$ cat src/rtl/instruction_fetch.sv
// Instruction fetch unit: reads the instruction cache into a small prefetch FIFO until a HALT word is seen.
// Optional performance counters are built only when IFETCH_PERF_CNT_EN is defined.
module instruction_fetch #(
    parameter int INS_LEN  = 54,
    parameter int PF_DEPTH = 4
) (
    input  logic               clk,
    input  logic               rst,
    input  logic               start,
    input  logic [9:0]         start_pc,
    input  logic               abort,
    output logic               icache_rd_ctrl_en,
    output logic [9:0]         icache_rd_ctrl_addr,
    input  logic [INS_LEN-1:0] icache_rd_ctrl_data,
    output logic               ins_valid,
    output logic [INS_LEN-1:0] ins_data,
    output logic [9:0]         ins_pc,
    input  logic               ins_ready,
    output logic               busy,
    output logic               done,
    output logic [31:0]        perf_fetch_cnt,
    output logic [31:0]        perf_stall_cnt
);

    localparam int PTR_W = (PF_DEPTH > 1) ? $clog2(PF_DEPTH) : 1;
    localparam int CNT_W = PTR_W + 1;
    localparam logic [CNT_W-1:0] DEPTH_C = CNT_W'(PF_DEPTH);

    typedef enum logic [1:0] {
        IDLE,
        FETCH,
        DRAIN,
        DONE
    } state_t;

    state_t             state;
    state_t             state_next;
    logic [9:0]         pc;
    logic [CNT_W-1:0]   count;
    logic [CNT_W-1:0]   count_next;
    logic [PTR_W-1:0]   wr_ptr;
    logic [PTR_W-1:0]   rd_ptr;
    logic [INS_LEN+9:0] fifo_mem [PF_DEPTH];

    logic start_accept;
    logic fetch_en;
    logic word_is_halt;
    logic push;
    logic pop;
    logic stall;

    assign start_accept = (state == IDLE) && start && !abort;
    assign fetch_en     = (state == FETCH) && (count < DEPTH_C);
    assign word_is_halt = (icache_rd_ctrl_data[INS_LEN-1 -: 4] == 4'h0);
    assign push         = fetch_en && !word_is_halt && !abort;
    assign pop          = ins_valid && ins_ready && !abort;
    assign stall        = (state == FETCH) && (count == DEPTH_C);

    assign icache_rd_ctrl_en   = fetch_en;
    assign icache_rd_ctrl_addr = pc;

    // FIFO entries carry {word, pc}; the head is masked to zero while empty.
    assign ins_valid = (count != '0);
    assign ins_data  = ins_valid ? fifo_mem[rd_ptr][INS_LEN+9:10] : '0;
    assign ins_pc    = ins_valid ? fifo_mem[rd_ptr][9:0] : '0;

    assign busy = (state != IDLE);
    assign done = (state == DONE) && !abort;

    always_comb begin
        count_next = count;
        if (abort) begin
            count_next = '0;
        end else if (push && !pop) begin
            count_next = count + CNT_W'(1);
        end else if (!push && pop) begin
            count_next = count - CNT_W'(1);
        end
    end

    // DRAIN leaves as soon as the last buffered word is accepted, even in the same cycle.
    always_comb begin
        state_next = state;
        unique case (state)
            IDLE: begin
                if (start_accept) begin
                    state_next = FETCH;
                end
            end
            FETCH: begin
                if (abort) begin
                    state_next = IDLE;
                end else if (fetch_en && word_is_halt) begin
                    state_next = DRAIN;
                end
            end
            DRAIN: begin
                if (abort) begin
                    state_next = IDLE;
                end else if (count_next == '0) begin
                    state_next = DONE;
                end
            end
            DONE: begin
                state_next = IDLE;
            end
            default: begin
                state_next = IDLE;
            end
        endcase
    end

    always_ff @(posedge clk or posedge rst) begin
        if (rst) begin
            state  <= IDLE;
            pc     <= '0;
            count  <= '0;
            wr_ptr <= '0;
            rd_ptr <= '0;
        end else begin
            state <= state_next;
            count <= count_next;
            if (start_accept) begin
                pc <= start_pc;
            end else if (push) begin
                pc <= pc + 10'd1;
            end
            if (abort) begin
                wr_ptr <= '0;
                rd_ptr <= '0;
            end else begin
                if (push) begin
                    wr_ptr <= wr_ptr + PTR_W'(1);
                end
                if (pop) begin
                    rd_ptr <= rd_ptr + PTR_W'(1);
                end
            end
        end
    end

    always_ff @(posedge clk) begin
        if (push) begin
            fifo_mem[wr_ptr] <= {icache_rd_ctrl_data, pc};
        end
    end

`ifdef IFETCH_PERF_CNT_EN
    logic [31:0] fetch_cnt_q;
    logic [31:0] stall_cnt_q;

    // Counters restart with each program and deliberately ignore abort.
    always_ff @(posedge clk or posedge rst) begin
        if (rst) begin
            fetch_cnt_q <= '0;
            stall_cnt_q <= '0;
        end else if (start_accept) begin
            fetch_cnt_q <= '0;
            stall_cnt_q <= '0;
        end else begin
            if (push) begin
                fetch_cnt_q <= fetch_cnt_q + 32'd1;
            end
            if (stall) begin
                stall_cnt_q <= stall_cnt_q + 32'd1;
            end
        end
    end

    assign perf_fetch_cnt = fetch_cnt_q;
    assign perf_stall_cnt = stall_cnt_q;
`else
    logic unused_stall;
    assign unused_stall   = stall;
    assign perf_fetch_cnt = '0;
    assign perf_stall_cnt = '0;
`endif

endmodule

$ cat config.mk
export PLATFORM = sky130hd
export DESIGN_NAME = instruction_fetch
export DESIGN_NICKNAME = d
export VERILOG_FILES = /design/src/rtl/instruction_fetch.sv
export SDC_FILE = /design/constraint.sdc
export NUM_CORES = 1
export LEC_CHECK = 0
export BUFFER_PORTS_ARGS = -buffer_cell sky130_fd_sc_hd__buf_2
export CAP_MARGIN = 20
export CORE_UTILIZATION = 30
export DETAILED_ROUTE_END_ITERATION = 16
export GPL_ROUTABILITY_DRIVEN = 0
export SLEW_MARGIN = 20
export SYNTH_ARGS = -nofsm -noshare
export SYNTH_HDL_FRONTEND = slang
export SYNTH_SLANG_ARGS = --single-unit
export TNS_END_PERCENT = 10
$ cat constraint.sdc
create_clock -name clk -period 8.5 [get_ports clk]
set_input_delay 1.7 -clock clk [delete_from_list [all_inputs] [get_ports clk]]
set_output_delay 1.7 -clock clk [all_outputs]
set_load 0.005 [all_outputs]
# ---- Word level (Yosys, flattened, before mapping)
# Memory sizes are Yosys's and may differ from the RTL's.
# Cells that the tools add are included.
dict set report word_totals {
  ff_bits 19
  ramBits 256
  inputBits 69
  n_memories 1
}
# memory words width read_ports rd_clocked_by_memory_dff wr line_no
set memory_table {}
lappend memory_table {fifo_mem 4 64 1 0 1 43} ;# logic [INS_LEN+9:0] fifo_mem [PF_DEPTH];
dict set report op_classes {
  addsub 5
  order_cmp 1
  n_eq_ne 6
  n_mux 19
  n_reduce_logical 24
}
# op n
set op_table {}
lappend op_table {{two-way mux 54 bit} 1}
lappend op_table {{two-way mux 10 bit} 3}
lappend op_table {{two-way mux 2 bit} 9}
lappend op_table {{logical AND 1 bit} 11}
lappend op_table {{adder 10 x 1 -> 10 bit, second input constant} 1}
lappend op_table {{two-way mux 3 bit} 3}
lappend op_table {{one-hot mux 2 bit (4 select lines)} 1}
lappend op_table {{nonzero test 2 bit} 4}
lappend op_table {{adder 2 x 1 -> 2 bit, second input constant} 2}
lappend op_table {{equality test 2 bit, second input constant} 2}
lappend op_table {{zero test 1 bit} 4}
lappend op_table {{zero test 4 bit} 1}
lappend op_table {{adder 3 x 1 -> 3 bit, second input constant} 1}
lappend op_table {{zero test 3 bit} 1}
lappend op_table {{< comparator 3 bit, second input constant} 1}
lappend op_table {{!= test 3 x 2 -> 1 bit, second input constant} 1}
lappend op_table {{!= test 3 bit, second input constant} 1}
lappend op_table {{AND reduction 3 bit} 1}
lappend op_table {{nonzero test 3 bit} 1}
lappend op_table {{subtractor 3 x 1 -> 3 bit, second input constant} 1}
lappend op_table {{equality test 2 x 1 -> 1 bit, second input constant} 1}
lappend op_table {{zero test 2 bit} 1}
lappend op_table {{two-way mux 1 bit} 2}
lappend op_table {{!= test 2 bit, second input constant} 1}

# ---- Logic depth before layout (Yosys ltp)
# Gate-level depths: netlist of the first run.
dict set report logic_depth {
  ltp_word 13
  depth_mapped 8
}

# ---- Least setup slack after synthesis of the first run
# OpenSTA, ideal clock, no wires.
dict set report synth_timing {
  kind {input port to flip-flop}
  start {input icache_rd_ctrl_data[50]}
  end {memory fifo_mem[0][0] in the netlist's numbering (enable)}
  t_arrival_ns 3.644
  required_ns 8.071
  setup_slack_ns 4.428
  stages 3
  n_path_buf 0
  path_cell_list {nor4_4 > nor3_4 > and2_1}
}
dict set report synth_between {
  elab_chain_len 6
}
# element line_no
set synth_rtl {}
lappend synth_rtl {{from (decl)} 14} ;# input logic [INS_LEN-1:0] icache_rd_ctrl_data,
lappend synth_rtl {{zero test 4 bit} 54} ;# assign word_is_halt = (icache_rd_ctrl_data[INS_LEN-1 -: 4] == 4'h0);
lappend synth_rtl {{zero test 1 bit} 55} ;# assign push = fetch_en && !word_is_halt && !abort;
lappend synth_rtl {{logical AND 1 bit (2 in a row)} 55}
lappend synth_rtl {{two-way mux 1 bit} 143} ;# if (push) begin
lappend synth_rtl {{two-way mux 1 bit (implied by the code)} 144} ;# fifo_mem[wr_ptr] <= {icache_rd_ctrl_data, pc};
lappend synth_rtl {{to (decl)} 43}
# Every way passes these cells.

# ---- Worst setup path after layout of the first run
dict set report layout_timing {
  start {register rd_ptr[0]}
  end {output ins_data[3]}
}
dict set report layout_between {
  elab_chain_len 2
}
# element line_no
set layout_rtl {}
lappend layout_rtl {{from (decl)} 42} ;# logic [PTR_W-1:0] rd_ptr;
lappend layout_rtl {{from (signal assigned)} 136} ;# rd_ptr <= rd_ptr + PTR_W'(1);
lappend layout_rtl {{memory (4 x 64 bit)} -}
lappend layout_rtl {{two-way mux 54 bit} 64} ;# assign ins_data = ins_valid ? fifo_mem[rd_ptr][INS_LEN+9:10] : '0;
lappend layout_rtl {{to (decl)} 16} ;# output logic [INS_LEN-1:0] ins_data,
# Every way passes these cells.

==> run summary, run 1 <==
The cell depth of the worst flop-to-flop path is 4. CTS placed an instance of sky130_fd_sc_hd__clkbuf_16 at the clock tree root. The top cell types in the final layout, fill and taps aside, are sky130_fd_sc_hd__edfxtp_1, sky130_fd_sc_hd__buf_2, sky130_fd_sc_hd__and2_1, sky130_fd_sc_hd__mux4_2, sky130_fd_sc_hd__conb_1. The analysis attributes to cell leakage a power of 4.69 nW.

The sum of buffers and inverters on the critical path was 2. The worst setup path is launched from a flip-flop. The most common library cell in the layout ignoring fill and taps is sky130_fd_sc_hd__edfxtp_1. Setup repair after global routing left no endpoint under its margin.

Compared with the post-synthesis result, the final layout area differs by 17.9%. For the clock latency at the later pin of the worst-skew pair, the log shows 0.55 ns. The category of the worst setup path capture point was a primary output. Synthesis handed over a netlist of 595 instances.

The tools report the standard cell core area as 36900 µm². The final layout contains 830 nets. For the highest clock frequency the design can meet, the log shows 209 MHz.

The flow ran to the end, and the final reports show no timing, DRC or antenna violations. The logs give 0.189 for the met2 demand-to-capacity share in global routing and 3.95 mW for the sum of internal, switching and leakage power. The first detailed-routing pass ran for 4 iterations. TritonCTS built the clock tree. Traced cell by cell, the critical path runs through buf_4, mux4_2, and2_1, buf_2. For the share of synthesized area occupied by flip-flops and latches, the log shows 0.721. After global routing, the most crowded layer is met2.

Main flop type after synthesis: sky130_fd_sc_hd__edfxtp_1. The slowest stage of the critical path belongs to the cell sky130_fd_sc_hd__buf_4. The critical path is of the flip-flop to primary output type. The run gives 30 as the number of clock buffers inserted by TritonCTS. The global-route met3 utilization was 0.0225; the area of the mapped netlist was 11300 µm². Power density relative to cell area: 296 nW/µm². The die span in x works out to 196 µm. The proportion of register bits with asynchronous set or reset after synthesis was 0.0691; the die extent in y was 196 µm. Summed over all failing endpoints, the final setup total negative slack is 0 ns. The count of nets left with antenna violations once routing finished came out at 0. During I/O placement, the number of pins put on the boundary was 211. STA puts the critical path data arrival time at 3.08 ns.

In the final routed layout, each cell accounts on average for 17.5 µm. The actual slew at the worst max-slew pin is 1.07 ns, and the maximum clock path buffer count is 3. After clock tree synthesis, the repair step resized 0 gates. The class of the tightest hold or removal check is flip-flop to flip-flop.

The logs give 1 for the depth of the CTS H-tree and 70 for the number of placement rows. The post-route clock period utilization came out at 0.562. Counting every sink on the clock net gives 275. Yosys printed 0 warnings. The required time at the endpoint of the critical path was 6.80 ns; the placed wire-length estimate after detailed placement was 13000 µm.

The final critical path time including I/O delays and setup works out to 4.78 ns. The routed layout has 5495 vias. The largest delay contributor family on the critical path was buffers and inverters.

The tool flagged a number of max-cap violations equal to 0. The clock input transition at the sequential cells of the worst setup and hold paths is 0.06 ns, and the synthesized flop and latch total is 275. Effective utilization at floorplan: 0.307. For the number of endpoints with negative hold slack in the final report, the log shows 0. The core utilization of the finished layout came out at 0.362.

The worst hold path passes through 2 cells. Largest net degree at the start of global routing: 67. The first global-routing pass estimated 33400 µm of wire.

The worst slew slack as a fraction of its limit came out at 0.284. Yosys mapped a number of flops with a built-in enable equal to 256. The hold buffer count at CTS was 0; the quantity of I/O buffers inserted on ports was 146. The tools report the global-route usage over all layers as 0.115.

Setup violations remaining at the end of the flow were counted as 0. The total overflow reported by the global router is 0. The final max-slew violation count was 0; the via density per instance was 4.29.

The share of cells above drive strength 1 came out at 0.350. A synthesized cell averages 19.0 µm². The met1 track demand over resource in global routing is 0.156, and the worst voltage drop across the vdd grid is 177 µV. Yosys mapped the design onto 45 distinct sky130hd cell types. Via count of the first global-routing pass: 5578.

The number of cells on the critical path is 4. Of all nets on the critical path, the largest fanout is 42. For this run, design rule violations remaining after detail routing come to 0.

Initial detailed-routing violation count: 199. The number of buffers inserted to repair setup after CTS came out at 0. Clock skew on the completed layout was measured at 0.0124 ns. The tools report the fill cell total of the finished layout as 3456. The initial antenna violation count is 1, and the delay of the slowest cell on the worst path is 0.80 ns.

The post-detailed-routing wire length is 22400 µm. The die area was 38500 µm².
==> per-stage QoR <==
step           instance area [µm²]  hold slack, ns  setup WS (ns)  instances
2_1_floorplan                11600           0.532           4.43        658
3_3_place_gp                 12400           0.562           4.14       1225
3_5_place_dp                 12400           0.571           4.13       1225
4_1_cts                      13300           0.579           3.53       1281
5_1_grt                      13300           0.621           3.40       1281
6_report                     13300           0.571           3.72       1282
==> cells by family after synthesis <==
group / share of synthesized area
compound gates: 0.00984
xor+xnor: 0.0101
other cells: 0.000331
fa+ha+maj: 0.0107
buf+inv: 0.0547
simple gates: 0.0632
flops: 0.721
mux: 0.130
==> report_power, final <==
part / total, mW / internal [mW] / switching [mW]
logic: 0.943 / 0.487 / 0.456
registers: 1.77 / 1.64 / 0.130
clock network: 1.23 / 0.725 / 0.509
==> per-layer routing <==
metal | vias up | share of wire | routed length, µm
met1 | 2815 | 0.46 | 10300
met3 | 37 | 0.043 | 955
met2 | 140 | 0.48 | 10700
met5 | - | 0.00058 | 13
li1 | 2501 | - | -
met4 | 2 | 0.020 | 454
==> synth_stat cells (all sizes together) (2+ instances only) <==
cell type,instances,area share
and3,2,0.0011
mux4,64,0.13
xnor2,6,0.0046
ha,8,0.0088
nand3,3,0.0013
mux2i,3,0.0027
inv,6,0.0020
nand2b,2,0.0018
edfxtp,256,0.68
nor2,13,0.0045
dfrtp,19,0.042
and2,69,0.038
buf,74,0.047
maj3,2,0.0019
nand4,3,0.0017
nor4,2,0.0038
o21ai,7,0.0031
nand2,11,0.0036
nor3,2,0.0019
xor2,7,0.0054
clkbuf,15,0.0050
a21oi,5,0.0022
nand3b,2,0.0013
==> state kept, by name, summed over array words and instances, names as in the netlist <==
register,cells
fifo_mem,256
icache_rd_ctrl_addr,10
count,3
rd_ptr,2
state,2
wr_ptr,2
==> worst reg2reg max path, cell delays in order (launching register included) <==
cell	delay, ns
sky130_fd_sc_hd__dfrtp_1	0.45
sky130_fd_sc_hd__or3b_1	0.57
sky130_fd_sc_hd__nor3_4	0.42
sky130_fd_sc_hd__and2_4	0.51
sky130_fd_sc_hd__buf_4	0.61
==> cell type report <==
type / count / area (µm²) / share of cell area
Antenna cell: 1 / 2.50 / 0.000188
Clock buffer: 38 / 802 / 0.0601
Clock inverter: 18 / 139 / 0.0104
Inverter: 7 / 31.3 / 0.00234
Multi-Input combinational cell: 287 / 2790 / 0.209
Sequential cell: 275 / 8170 / 0.612
Tap cell: 504 / 631 / 0.0473
Timing Repair Buffer: 152 / 776 / 0.0581
==> worst paths after layout <==
path / from / endpoint / slack, ns
max: rd_ptr[0] / ins_data[3] / 3.72
min: wr_ptr[1] / wr_ptr[1] / 0.57
max reg2reg: state[1] / fifo_mem[1][40] / 5.50
min reg2reg: wr_ptr[1] / wr_ptr[1] / 0.57
max in group asynchronous: rst / rd_ptr[1] / 6.67
min in group asynchronous: rst / icache_rd_ctrl_addr[9] / 1.27
(Power assumes the default switching activity.)
==> run 2, diff against run 1 <==
==> constraint.sdc (replaced) <==
create_clock -name clk -period 4.1 [get_ports clk]
set_input_delay 0.82 -clock clk [delete_from_list [all_inputs] [get_ports clk]]
set_output_delay 0.82 -clock clk [all_outputs]
set_load 0.005 [all_outputs]
==> run 2 against run 1 <==
Effect of this change: non-clock buffer count increased by 2; clock skew decreased by 0.0039 ns; first-iteration DRC count increased by 26%; setup slack got worse by 2.8 ns; register-to-register slack got worse by 4.0 ns; hold slack got worse by 0.18 ns; combinational power increased by 120%; sequential share of layout area decreased by 1.1 points; largest power group unchanged; wire length decreased by 0.30%; final area increased by 1.8%; die area unchanged.
==> run summary, run 2 (synthesis gave the netlist of run 1 again) <==
The run finished with clean final reports. After routing the design area is 13600 µm². The die covers 38500 µm².

The floorplan has 70 rows. The global-route usage over all layers is 0.118. The category of the worst setup path capture point was a primary output. The tools report the cell count after placement as 1227.

The logs give 275 for the number of sinks handled by clock tree synthesis and 2.35 mW for the net load switching power. The share of cells above drive strength 1 was 0.368; the standard cell area after detailed placement was 12500 µm². The tools report the post-detailed-routing wire length as 22300 µm.

The tool flagged a number of max-cap violations equal to 0. For the final routed database, the setup TNS stands at 0 ns. The slowest stage cell on the critical path was sky130_fd_sc_hd__nand2b_2. Once the clock tree was built, the setup fixing pass inserted 0 buffers. The logs give 4 for the first-pass iteration count of the detailed router and 0 for the number of endpoints with negative hold slack in the final report. The worst setup path is launched from a flip-flop.

The layer flagged by global routing as most heavily used is met2. The tools report the share of total power in sequential cells as 0.420. The pre-CTS setup slack came out at 1.32 ns. Master cell of the clock root buffer: sky130_fd_sc_hd__clkbuf_16.

The register with the most flip-flops in the layout has 256 of them. The die span in x is 196 µm, and the via count of the first global-routing pass is 5806. Global-route met3 utilization: 0.0275. The post-route clock period utilization was 0.777. The register containing the most flip-flops in the final layout is fifo_mem.

Entering global routing, the biggest net connects 48 pins. In the routed design, unresolved DRC markers number 0. In this run, CTS created clock tree buffers numbering 30.

After detailed routing, the number of vias per cell comes to 4.31. The signal on the critical path passes through inv_1, ha_1, nand2b_2, buf_12, and2_1, buf_2. The area growth from synthesis to layout is 20.0%, and the number of inserted diodes is 0.

The setup path with the least slack is of type flip-flop to primary output. The combinational power share was 0.245. For this run, the top clock speed supported by timing is 314 MHz. STA puts the critical path data required time at 3.28 ns. In this run, the number of DRC markers left after iteration 0 of detailed routing was 250. The effective utilization at floorplan is 0.307. The tools report the power share of the clock group as 0.336. In this run the count of I/O pins placed on the die edge is 211.

Measured along the y axis, the die boundary spans 196 µm. Once layout is complete, the cells apart from fillers number 1283. The HPWL after detailed placement is 13800 µm. Final hold analysis gives a worst-case slack of 0.390 ns. The depth of the CTS H-tree was 1; the final critical path time including I/O delays and setup was 3.19 ns. For the maximum clock path buffer count, the log shows 3. The proportion of total power due to net switching was 0.273. For this run, the post-layout net count is 832.

The delay of the slowest cell on the worst path works out to 0.52 ns. For this block, the via count after detailed routing is 5527. The arrival time at the worst endpoint was 2.37 ns; the average wire per standard cell was 17.4 µm.

Among cell families on the critical path, the largest total delay comes from simple AND/OR/NAND/NOR gates. The met2 demand-to-capacity share in global routing was 0.189. The tools report the met1 track demand over resource in global routing as 0.160.

The sum of buffers and inverters on the critical path was 3; the quantity of I/O buffers inserted on ports was 146. On the final layout, the worst clock skew is 0.00851 ns. The tools report the standard cell core area as 36900 µm². Post-CTS repair changed the size of 0 cells. In this run the worst path has a maximum fanout of 37. The path class of the tightest hold or removal check is input pin to asynchronous set/reset pin. The initial antenna violation count is 3. The actual slew at the worst max-slew pin is 0.946 ns, and the worst slew slack as a fraction of its limit is 0.368. The run gives 0 as the final max-slew violation count. IR analysis of the VDD net gives a maximum drop of 443 µV.

The top cell types in the final layout, fill and taps aside, are sky130_fd_sc_hd__edfxtp_1, sky130_fd_sc_hd__buf_2, sky130_fd_sc_hd__and2_1, sky130_fd_sc_hd__mux4_2, sky130_fd_sc_hd__conb_1. For the clock latency at the later pin of the worst-skew pair, the log shows 0.56 ns. Setup repair after global routing left no endpoint under its margin. The detail route stage leaves a number of antenna-violating nets equal to 0. The worst path setup slack after routing was 0.914 ns. The total internal power is 6.25 mW.

Clock-pin slew was measured on the worst setup and hold paths at 0.06 ns. The leakage dissipation was 4.80 nW; the power density relative to cell area was 634 nW/µm². The tools report the hold buffer count at CTS as 0.

The total overflow left after global routing is 0. TritonCTS built the clock tree. The library cell used most frequently in the layout, excluding fill and tap cells, is sky130_fd_sc_hd__edfxtp_1. The first global-routing pass estimated 34400 µm of wire.

For the setup-violating endpoint count in the final report, the log shows 0.
## run 2: cell types whose count changed in the layout (fill, tap and decap cells not counted), sizes merged
cell and delta:
buf +2, diode -1, clkbuf -7, bufinv +5, clkinv +1, clkinvlp +1
## run 2: area by class of cell
type,instances,area [µm²]
well taps,504,631
multi-input cells,287,2790
repair buffers,154,878
flip-flops and latches,275,8170
clock inverters,25,324
fillers,3476,23300
clock buffers,31,754
inverters,7,31.3
## run 2: worst register-to-register path: stages, from the launching register on
cell	delay, ns
sky130_fd_sc_hd__dfrtp_1	0.45
sky130_fd_sc_hd__or3b_1	0.57
sky130_fd_sc_hd__nor3_4	0.42
sky130_fd_sc_hd__and2_4	0.55
sky130_fd_sc_hd__buf_12	0.32
## run 2: through the flow
stage                util  total power [mW]
finish              0.368              8.61
global route        0.368              9.07
CTS                 0.368              8.77
detailed placement  0.339              5.85
global placement    0.339              5.83
floorplan               -              4.96
## run 2: worst paths after layout
| check | slack (ns) | to | cells past startpoint | start |
|---|---|---|---|---|
| worst max-delay path | 0.91 | ins_data[52] | 6 | count[1] |
| worst min-delay path | 0.39 | icache_rd_ctrl_addr[1] | 2 | rst |
| worst max register to register | 1.46 | fifo_mem[0][5] | 4 | state[1] |
| worst min register to register | 0.58 | wr_ptr[1] | 2 | wr_ptr[1] |
| max in group asynchronous | 3.14 | rd_ptr[0] | 2 | rst |
| min in group clk | 0.47 | icache_rd_ctrl_addr[3] | 3 | start_pc[3] |
## run 2: routing by layer
metal	wire, µm	vias to the layer above
met5	13	-
met4	445	2
met3	1100	37
met2	10700	150
met1	10100	2848
li1	-	2490
## run 2: power by group through the flow
stage               clock (mW)  sequential (mW)  combinational, mW
global placement             0             3.66               2.17
global route              3.08             3.65               2.34
finish                    2.89             3.61               2.11
floorplan                    0             3.59               1.38
detailed placement           0             3.68               2.17
CTS                       2.97             3.62               2.18
==> run 3, diff against run 2 <==
--- a/config.mk
+++ b/config.mk
@@ -5,6 +5,7 @@
 export SDC_FILE = /design/constraint.sdc
 export NUM_CORES = 1
 export LEC_CHECK = 0
+export ABC_AREA = 1
 export BUFFER_PORTS_ARGS = -buffer_cell sky130_fd_sc_hd__buf_2
 export CAP_MARGIN = 20
 export CORE_UTILIZATION = 30
==> constraint.sdc (replaced) <==
create_clock -name clk -period 2.75 [get_ports clk]
set_input_delay 0.55 -clock clk [delete_from_list [all_inputs] [get_ports clk]]
set_output_delay 0.55 -clock clk [all_outputs]
set_load 0.005 [all_outputs]
==> run 3 against run 2 <==
Effect of this change: final area up 1.8%; combinational power up 85%; clock-buffer cell count is 9 higher; die area grew 2.7%; utilization fell by 0.40 points; critical path type unchanged; highest routed layer unchanged.
==> run summary, run 3 <==
TritonCTS built the clock tree. Data arrives at the worst endpoint at 2.00 ns. The synthesized netlist contains 36 unique library cells.

In the final layout, the multi-input gates occupy 2920 µm². After detailed routing, the number of vias per cell comes to 4.44. The required time at the endpoint of the critical path is 2.20 ns, and the number of maximum-capacitance constraint violations is 0. The completed layout was analyzed and its total power is 13.1 mW. The final antenna-violating net count was 0; the post-detailed-routing wire length was 25700 µm. Registers take 8170 µm². The standard cell core area came out at 37900 µm². The min-delay analysis places its worst path in the category input pin to asynchronous set/reset pin. Summed over all cells, the static leakage comes to 5.19 nW.

The maximum fanout along the worst path came out at 31. The die span in x is 199 µm. After synthesis the cells add up to 11600 µm².

The initial antenna violation count is 1. Share of synthesized area occupied by flip-flops and latches: 0.702. Clock input transition at the sequential cells of the worst setup and hold paths: 0.06 ns.

Leaving out fill and tap cells, the most frequent cell in the layout is sky130_fd_sc_hd__nor2_1. The share of cells above drive strength 1 was 0.207; the power density relative to cell area was 945 nW/µm². The clock reaches the later pin of the worst-skew pair after 0.54 ns.

After legalization and detailed placement, the total HPWL measured 15300 µm. By area the synthesized netlist is led by sky130_fd_sc_hd__edfxtp_1, sky130_fd_sc_hd__nor2_1, sky130_fd_sc_hd__o21ai_0. The register with the most flip-flops in the final layout is fifo_mem. CTS placed an instance of sky130_fd_sc_hd__clkbuf_16 at the clock tree root. The worst-case IR drop observed on VDD is 621 µV. The number of synthesized flops with an enable pin was 256. Summed over all layers, the global routing overflow is 0. After synthesis, the most frequently instantiated cells are sky130_fd_sc_hd__nor2_1, sky130_fd_sc_hd__edfxtp_1, sky130_fd_sc_hd__o21ai_0. For the highest clock frequency the design can meet, the log shows 392 MHz. The worst setup path is captured at a primary output. For the effective utilization at floorplan, the log shows 0.306. The worst slew slack as a fraction of its limit came out at 0.469. The quantity of I/O buffers inserted on ports was 146; the total number of yosys warnings was 0. The cell accounting for the most synthesized area is sky130_fd_sc_hd__edfxtp_1. The proportion of total power due to net switching came out at 0.328.

Entering global routing, the biggest net connects 66 pins. In this run the deepest clock path goes through 3 buffers. The run finished with clean final reports. The proportion of register bits with asynchronous set or reset after synthesis works out to 0.0691. Dividing the detail-routed wire length by the instance count gives 15.4 µm. At the pin with the least slew margin, the transition time is 0.795 ns. TritonCTS created 29 clock buffers. The classification of the worst setup path is flip-flop to primary output. Across all layers, the routed design uses 7404 vias. For the power share of the clock group, the log shows 0.290. The total internal power is 8.77 mW, and the flip-flop count of the largest register, all copies and words added is 256. The depth of the CTS H-tree came out at 1. Final max-slew violation count: 0.

Pin placement for this block handled 211 I/O pins. After detailed routing, the number of remaining DRC violations is 0. STA classifies the critical path startpoint as a flip-flop.

The final critical path time including I/O delays and setup was 2.55 ns. The number of hold buffers added after CTS was 0. Row generation in the floorplan step produced 71 rows. Counting cells, the worst reg-to-reg path comes to 6. The first detailed-routing pass ran for 5 iterations.

For the via count of the first global-routing pass, the log shows 7219. Setup repair after global routing left no endpoint under its margin. The first global-routing pass estimated 40200 µm of wire.

Post-CTS repair changed the size of 0 cells. The area growth from synthesis to layout is 18.9%. The logs give 0 for the number of endpoints with negative hold slack in the final report and 990 for the instance count of the mapped netlist.

The global-route usage over all layers was 0.131; the synthesized flop and latch total was 275. The fraction of synthesized cell area taken by the top area cell type was 0.661. At the placement stage, the worst setup path has a slack of 0.630 ns. The share of total power in sequential cells is 0.411, and the initial detailed-routing violation count is 363. Averaged over all synthesized cells, the footprint is 11.7 µm². The final net count was 1212.

The filler cells instantiated in the layout total 3661. The analysis attributes to net switching a power of 4.29 mW. The number of buffers inserted to repair setup after CTS is 0. The worst setup skew after layout came out at 0.00994 ns. The post-route clock period utilization is 0.928. From bottom edge to top edge, the die measures 199 µm.

The floorplan step defined a die boundary enclosing 39500 µm². The main flop type after synthesis is sky130_fd_sc_hd__edfxtp_1. Leaving out fill and tap cells, the most frequent cells in the layout are sky130_fd_sc_hd__nor2_1, sky130_fd_sc_hd__edfxtp_1, sky130_fd_sc_hd__buf_2, sky130_fd_sc_hd__o21ai_0, sky130_fd_sc_hd__a21oi_1. The number of sinks handled by clock tree synthesis came out at 275. Most used standard cell by instance count after synthesis: sky130_fd_sc_hd__nor2_1. The worst path meets setup with 0.197 ns of slack. For the setup-violating endpoint count in the final report, the log shows 0. 0 antenna diodes ended up in the layout. The tools report the combinational power share as 0.299.
==> run 3: through the flow <==
step	util	setup TNS, ns	instances	hold slack (ns)	area, µm²
6_report	0.364	0	1667	0.173	13800
3_3_place_gp	0.340	0	1615	0.597	12900
3_5_place_dp	0.340	0	1615	0.601	12900
5_1_grt	0.364	0	1667	0.194	13800
4_1_cts	0.364	0	1667	0.163	13800
2_1_floorplan	-	-70.50	1053	0.501	11900
==> run 3: final cells by class <==
type | instances | area share
Tap cell | 511 | 0.0463
Inverter | 32 | 0.00896
Sequential cell | 275 | 0.591
Timing Repair Buffer | 164 | 0.0756
Multi-Input combinational cell | 633 | 0.212
Clock buffer | 40 | 0.0569
Clock inverter | 12 | 0.00978
==> run 3: metal layers <==
layer | track usage | routed length, µm
met3 | 0.0287 | 1780
met4 | 0.0288 | 364
met2 | 0.223 | 12100
met1 | 0.170 | 11400
met5 | 0 | 13
==> run 3: kinds of logic (layout without fill, tap and decap cells) <==
| family | Yosys count | after routing | share of synthesized area |
|---|---|---|---|
| and+or+nand+nor | 338 | 338 | 0.120 |
| buffers and inverters | 145 | 248 | 0.0692 |
| xor gates and xnor gates | 4 | 4 | 0.00301 |
| AOI/OAI and AO/OA | 219 | 219 | 0.0964 |
| DFF | 275 | 275 | 0.702 |
| other | 1 | 64 | 0.000323 |
| adders and majority gates | 8 | 8 | 0.00861 |
==> run 3: worst paths after layout <==
kind                                         startpoint  slack, ns         endpoint
worst max-delay path                           count[0]       0.20      ins_data[4]
worst min-delay path                                rst       0.17        rd_ptr[0]
worst min register to register   icache_rd_ctrl_addr[7]       0.60   fifo_mem[3][7]
min in group clk                icache_rd_ctrl_data[44]       0.22  fifo_mem[1][54]
worst max register to register                 state[1]       0.90  fifo_mem[2][31]
max in group asynchronous                           rst       2.00        rd_ptr[0]
==> run 3: power by group through the flow <==
stage          clock network [mW]  logic (mW)  registers, mW
2_1_floorplan                   0        2.34           5.38
5_1_grt                      4.05        4.47           5.42
4_1_cts                      3.90        4.01           5.37
6_report                     3.78        3.91           5.37
3_5_place_dp                    0        3.99           5.46
3_3_place_gp                    0        3.95           5.44
==> run 3: critical path, cell delays in order (launching register included) <==
cell,delay [ns]
sky130_fd_sc_hd__dfrtp_1,0.39
sky130_fd_sc_hd__inv_1,0.11
sky130_fd_sc_hd__ha_1,0.22
sky130_fd_sc_hd__nand2_4,0.09
sky130_fd_sc_hd__inv_2,0.09
sky130_fd_sc_hd__buf_6,0.29
sky130_fd_sc_hd__a21oi_1,0.12
sky130_fd_sc_hd__buf_2,0.15
